### config.mk
export PLATFORM = sky130hd
export DESIGN_NAME = sram_bus_arbiter
export DESIGN_NICKNAME = d
export VERILOG_FILES = /design/src/rtl/sram_bus_arbiter.sv
export SDC_FILE = /design/constraint.sdc
export NUM_CORES = 1
export LEC_CHECK = 0
export CORE_AREA = 3 3 123 125
export CTS_CLUSTER_DIAMETER = 30
export CTS_CLUSTER_SIZE = 16
export DETAILED_ROUTE_END_ITERATION = 12
export DIE_AREA = 0 0 126 128
export GPL_TIMING_DRIVEN = 1
export HOLD_SLACK_MARGIN = 0.06
export PLACE_DENSITY = 0.56
export RECOVER_POWER = 100
export SYNTH_ARGS = -nofsm -noshare
export SYNTH_HDL_FRONTEND = slang
export SYNTH_SLANG_ARGS = --single-unit
### constraint.sdc
create_clock -name clk -period 2.63 [get_ports clk]
set_input_delay 0.526 -clock clk [delete_from_list [all_inputs] [get_ports clk]]
set_output_delay 0.526 -clock clk [all_outputs]
set_load 0.01 [all_outputs]
### src/rtl/sram_bus_arbiter.sv
// Two-master SRAM-like bus arbiter with grant lock and in-order owner FIFO for responses.
// Optional macro ARB_ROUND_ROBIN_EN swaps fixed m1-over-m0 priority for round-robin.
module sram_bus_arbiter #(
    parameter int unsigned MAX_OUTST = 4,
    parameter int unsigned OWN_W     = 2
) (
    input  logic        clk,
    input  logic        rst,
    input  logic        m0_req,
    input  logic        m0_wr,
    input  logic [1:0]  m0_size,
    input  logic [31:0] m0_addr,
    input  logic [31:0] m0_wdata,
    input  logic [3:0]  m0_wstrb,
    output logic [31:0] m0_rdata,
    output logic        m0_addr_ok,
    output logic        m0_data_ok,
    input  logic        m1_req,
    input  logic        m1_wr,
    input  logic [1:0]  m1_size,
    input  logic [31:0] m1_addr,
    input  logic [31:0] m1_wdata,
    input  logic [3:0]  m1_wstrb,
    output logic [31:0] m1_rdata,
    output logic        m1_addr_ok,
    output logic        m1_data_ok,
    output logic        s_req,
    output logic        s_wr,
    output logic [1:0]  s_size,
    output logic [31:0] s_addr,
    output logic [31:0] s_wdata,
    output logic [3:0]  s_wstrb,
    input  logic [31:0] s_rdata,
    input  logic        s_addr_ok,
    input  logic        s_data_ok,
    output logic        busy
);

    localparam logic [OWN_W:0] FullCnt = (OWN_W+1)'(MAX_OUTST);

    logic [OWN_W-1:0]     rd_ptr_q, wr_ptr_q;
    logic [OWN_W:0]       count_q;
    logic                 lock_q, lock_owner_q;
    logic [MAX_OUTST-1:0] owner_fifo_q;

    logic gnt, req_g, full, accept, pop, pop_owner;

`ifdef ARB_ROUND_ROBIN_EN
    logic rr_last_q;

    always_comb begin
        if (lock_q) begin
            gnt = lock_owner_q;
        end else if (m0_req && m1_req) begin
            gnt = ~rr_last_q;
        end else begin
            gnt = m1_req;
        end
    end

    always_ff @(posedge clk or posedge rst) begin
        if (rst) begin
            rr_last_q <= 1'b1;
        end else if (accept) begin
            rr_last_q <= gnt;
        end
    end
`else
    always_comb begin
        if (lock_q) begin
            gnt = lock_owner_q;
        end else begin
            gnt = m1_req;
        end
    end
`endif

    assign req_g  = gnt ? m1_req : m0_req;
    // Full is a registered compare, so a same-cycle pop cannot unblock a request.
    assign full   = (count_q == FullCnt);
    assign s_req  = req_g & ~full & ~rst;
    assign accept = s_req & s_addr_ok;
    assign pop    = s_data_ok & (count_q != '0) & ~rst;

    assign pop_owner = owner_fifo_q[rd_ptr_q];

    assign s_wr    = gnt ? m1_wr    : m0_wr;
    assign s_size  = gnt ? m1_size  : m0_size;
    assign s_addr  = gnt ? m1_addr  : m0_addr;
    assign s_wdata = gnt ? m1_wdata : m0_wdata;
    assign s_wstrb = gnt ? m1_wstrb : m0_wstrb;

    assign m0_addr_ok = accept & ~gnt;
    assign m1_addr_ok = accept & gnt;
    assign m0_data_ok = pop & ~pop_owner;
    assign m1_data_ok = pop & pop_owner;
    assign m0_rdata   = s_rdata;
    assign m1_rdata   = s_rdata;

    assign busy = ~rst & ((count_q != '0) | m0_req | m1_req);

    always_ff @(posedge clk or posedge rst) begin
        if (rst) begin
            rd_ptr_q     <= '0;
            wr_ptr_q     <= '0;
            count_q      <= '0;
            lock_q       <= 1'b0;
            lock_owner_q <= 1'b0;
            owner_fifo_q <= '0;
        end else begin
            if (accept) begin
                lock_q                 <= 1'b0;
                owner_fifo_q[wr_ptr_q] <= gnt;
                wr_ptr_q               <= wr_ptr_q + 1'b1;
            end else if (s_req) begin
                lock_q       <= 1'b1;
                lock_owner_q <= gnt;
            end
            if (pop) begin
                rd_ptr_q <= rd_ptr_q + 1'b1;
            end
            if (accept && !pop) begin
                count_q <= count_q + 1'b1;
            end else if (pop && !accept) begin
                count_q <= count_q - 1'b1;
            end
        end
    end

endmodule

Word level (Yosys, flattened, before mapping)
Cells that the tools add are included.
Storage, ports and cells
  output and inout port bits: 141
  register bits after elaboration: 13
  input port bits: 180
  word-level logic and storage cells: 56
Cells by class
  multiplexer cells: 16
  eq/ne operators: 1
  add/subtract/negate cells: 4
  reductions and logical operators: 9
  order comparisons: 3
  bitwise operators: 17
Operators with widths (number)
  two-way mux 32 bit: 2
  bitwise AND 1 bit: 10
  two-way mux 1 bit: 7
  less-than comparator 2 x 3 -> 1 bit, second input constant: 2
  two-way mux 3 bit: 2
  NOT 1 bit: 5
  adder 2 x 1 -> 2 bit, second input constant: 2
  bitwise mux 4 bit: 1
  two-way mux 4 bit: 1
  nonzero test 2 bit: 2
  adder 3 x 1 -> 3 bit, second input constant: 1
  == test 3 bit, second input constant: 1
  logical AND 1 bit: 3
  nonzero test 3 bit: 1
  subtractor 3 x 1 -> 3 bit, second input constant: 1
  binary-select mux 1 bit (select 2 bit): 1
  demux 1 bit (select 2 bit): 1
  greater-or-equal comparator 2 x 1 -> 1 bit, second input constant: 1
  zero test 1 bit: 2
  two-way mux 2 bit: 1
  bitwise OR 1 bit: 2
  AND reduction 2 bit: 1

Longest topological paths before layout
  depth in word-level cells: 9
  depth in mapped cells: 10
  depth with buffers taken out: 10

Worst setup path after synthesis
Ideal clock, no wire load.
  kind: input to register
  start point: input port m1_req
  end point: register count_q[2]
  path buffers: 0
  setup time: 0.079 ns
  data arrival time: 2.185 ns
  data required time: 2.551 ns
  slack: 0.366 ns
  stages on the path: 10
  path through: mux2i_1 > a2111oi_4 > nand2_2 > inv_1 > ha_1 > inv_1 > fa_1 > xor2_1 > nor2_1 > xor2_1
Between the ends
  cells in the longest elaborated chain, start to end: 8
  elaborated cells on any way between the ends: 10
  those cells by class: mux (3); bitwise (3); reduce/logical (4)
Ends and longest elaborated chain
  start, declared: line 18  | input logic m1_req,
  two-way mux 1 bit: line 70  | if (lock_q) begin
  two-way mux 1 bit *: line 78  | assign req_g = gnt ? m1_req : m0_req;
  bitwise AND 1 bit * (2 in series): line 81  | assign s_req = req_g & ~full & ~rst;
  bitwise AND 1 bit *: line 82  | assign accept = s_req & s_addr_ok;
  net accept: line 46  | logic gnt, req_g, full, accept, pop, pop_owner;
  zero test 1 bit: line 124  | end else if (pop && !accept) begin
  logical AND 1 bit: line 124
  nonzero test 2 bit (no line)
  end signal, assigned: line 123  | count_q <= count_q + 1'b1;
  end signal, assigned: line 125  | count_q <= count_q - 1'b1;
  end, declared: line 42  | logic [OWN_W:0] count_q;
Mark *: on every way through the listed nets, which the timed path passes. The rest lies on a longest branch.
A chain may end at the register's enable or synchronous reset.

Worst setup path in the final report
  start point: input port s_data_ok
  end point: output port m1_data_ok
Between the ends
  cells in the longest elaborated chain, start to end: 3
Ends and longest elaborated chain
  start, declared: line 35  | input logic s_data_ok,
  bitwise AND 1 bit (2 in series): line 83  | assign pop = s_data_ok & (count_q != '0) & ~rst;
  bitwise AND 1 bit: line 96  | assign m1_data_ok = pop & pop_owner;
  end, declared: line 26  | output logic m1_data_ok,
Every way passes these cells.

==> impl_metrics.tcl <==
set metrics [dict create \
    status "finished, final reports clean" \
    worst_pin_slew_ps 502 \
    grt_max_degree 38 \
    drc 0 \
    htreeDepth 1 \
    syn_nets 544 \
    diodes 0 \
    instances_no_fill 702 \
    synth_top_area_share_pct 38.0 \
    cts_buffers 3 \
    yosysSeqAreaShare_pct 15.4 \
    synthXorXnorAreaFrac_pct 2.49 \
    power_frac_comb_pct 80.5 \
    critPathRequiredTime_ps 2100 \
    p_int_uw 1920 \
    tns_ps 0 \
    ioPinCount 321 \
    setup_ws_ps 154 \
    cts_hold_buf 0 \
    syn_area_um2 2110 \
    hold_violations 0 \
    min_path_type "in2async" \
    core-area_um2 14000 \
    grt_pass1_vias 2825 \
    avgSynthCellArea_um2 5.91 \
    fill_cells 1528 \
    fin_total_pwr_uw 3560 \
    io_buffers 224 \
    cts_sinks 13 \
    antenna_found_initial 0 \
    drive_above_1_share_pct 4.60 \
    slew-limit-headroom_pct 66.5 \
    die-area_um2 16100 \
    vdd_drop_max_mv 0.417 \
    synth_cells 358 \
    pwr-share-clk_pct 8.1 \
    rows 43 \
    rrSetupSlack_ps 250 \
    clk_pin_slew_worst_paths_ps 40 \
    ys_seq_elements 13 \
    start_kind "input port" \
    initial_utilization_pct 15.1 \
    die_h_um 128 \
    setup_viol 0 \
    clock_skew_ps 1.05 \
    routabilityCongestion 0.798 \
    viasPerCell 3.94 \
    first_iter_violations 96 \
    mostFrequentLayoutCells "214 x nand2_1, 145 x clkdlybuf4s50_1, 60 x dlygate4sd2_1" \
    clock_latency_ps 240 \
    drv_cap 0 \
    fin_crit_sh_pct 94.1 \
    end_kind "output port" \
    swShare_pct 46.1 \
    synth_area_leaders "nand2_1 38%, buf_4 23%, dfrtp_1 15%" \
    grtUsageTotal_pct 11.1 \
    cts_tree "built" \
    synth_cell_types 28 \
    seqPwrFrac_pct 11.4 \
    p_sw_uw 1640 \
    synth.area.mux_share_pct 4.32 \
    dr.pass1.iters 4 \
    cp.arrival_ps 1950 \
    yosys.area_share.simple_pct 40.9 \
    wl_per_cell_um 13.9 \
    pre_cts_ws_ps -280 \
    clockRootBuffer "clkbuf_16" \
    yosysWarningCount 0 \
    nets 709 \
    cts_max_path_buffers 2 \
    ant_nets 0 \
    num_vias 2763 \
    grt_pass1_wl_mm 14.6 \
    dp.final_hpwl_mm 8.02 \
    totalWireLength_mm 9.78 \
    die_w_um 126 \
    p_leak_uw 0.00210 \
    synth_compound_area_share_pct 4.73 \
    synth_top_family_by_area "simple AND/OR/NAND/NOR gates" \
    slew_violations 0 \
    synth_fa_ha_area_share_pct 3.91 \
    placed_cells 693 \
    finalCriticalPeriod_ps 2480 \
    crit_type "in2out" \
    rsz0062_at_grt "false" \
    gr-total-overflow 0 \
    worst-path-max-fanout 3 \
    p_per_area_nw_per_um2 845 \
    fmax_mhz 404 \
    yosys.area.top_type "nand2_1" \
    synthToLayoutAreaGrowth_pct 99.5 \
    final_common_cell "nand2_1" \
]
## critical path, stage by stage
cell and delay, ps:
clkdlybuf4s50_1 450, nor3b_2 220, and2_1 160, dlygate4sd3_1 600
## synthesized netlist by cell type
library cell  count
nand2_1         214
buf_4            64
dfrtp_1          13
buf_2            12
inv_1             7
ha_1              5
nor2_1            5
a31oi_1           4
a41oi_1           4
clkbuf_1          4
xnor2_1           4
mux2_2            2
mux2i_1           2
nor3_1            2
nor3b_1           2
xor2_1            2
a2111oi_4         1
a21oi_1           1
a22oi_1           1
and2_1            1
buf_1             1
buf_6             1
fa_1              1
mux2_1            1
mux2_4            1
mux4_2            1
nand2_2           1
or3_1             1
## power by group through the flow
| stage | registers, uW | clock network [uW] | logic (uW) |
|---|---|---|---|
| detailed placement | 416 | 0 | 3180 |
| finish | 407 | 288 | 2870 |
| global placement | 410 | 0 | 3130 |
| CTS | 416 | 295 | 2990 |
| global route | 426 | 302 | 3180 |
| floorplan | 386 | 0 | 1540 |
## through the flow
step	util (%)	instance area, um^2	hold WS, ps
finish	30.2	4220	399
floorplan	-	2110	403
detailed placement	29.8	4170	487
global placement	29.8	4170	475
CTS	30.5	4260	492
global route	30.2	4220	438
## cell families after synthesis
family,after synthesis
and+or+nand+nor,226
buffers and inverters,89
DFF,13
AOI/OAI and AO/OA,11
muxes,7
xor gates and xnor gates,6
adders and majority gates,6
## flip-flops by register name (all words and copies together), names as in the netlist
name and count:
count_q 3, lock_owner_q 1, lock_q 1, owner_fifo_q 4, rd_ptr_q 2, wr_ptr_q 2
## worst paths after layout
path	start	end	cells after the start
worst max register to register	count_q[0]$_DFFE_PP0P_	count_q[1]$_DFFE_PP0P_	9
worst min register to register	rd_ptr_q[1]$_DFFE_PP0P_	rd_ptr_q[1]$_DFFE_PP0P_	1
max in group asynchronous	rst	owner_fifo_q[3]$_DFFE_PP0P_	2
min in group clk	rd_ptr_q[1]$_DFFE_PP0P_	rd_ptr_q[1]$_DFFE_PP0P_	1
worst max-delay path	s_data_ok	m1_data_ok	4
worst min-delay path	rst	count_q[0]$_DFFE_PP0P_	2
## metal layers
layer	vias to the layer above	GRT usage, %	wire, um
li1	1356	-	-
met1	1177	12.5	3690
met2	226	19.4	4600
met3	4	5.79	1470
met4	0	0.757	24
met5	-	0	0
## cell type report
| class | instances | area, um^2 | share of cell area, % |
|---|---|---|---|
| Clock buffer | 4 | 78.8 | 1.87 |
| Inverter | 7 | 26.3 | 0.623 |
| Multi-Input combinational cell | 256 | 1200 | 28.5 |
| Sequential cell | 13 | 325 | 7.71 |
| Tap cell | 180 | 225 | 5.34 |
| Timing Repair Buffer | 242 | 2360 | 56.0 |
## what timing repair did
action	in CTS	in global routing
buffers inserted	3	1
pin swaps	1	3
setup endpoints to repair	76	70
gates cloned	1	0
resized for setup	92	4
Power figures use the tool's default switching activity.
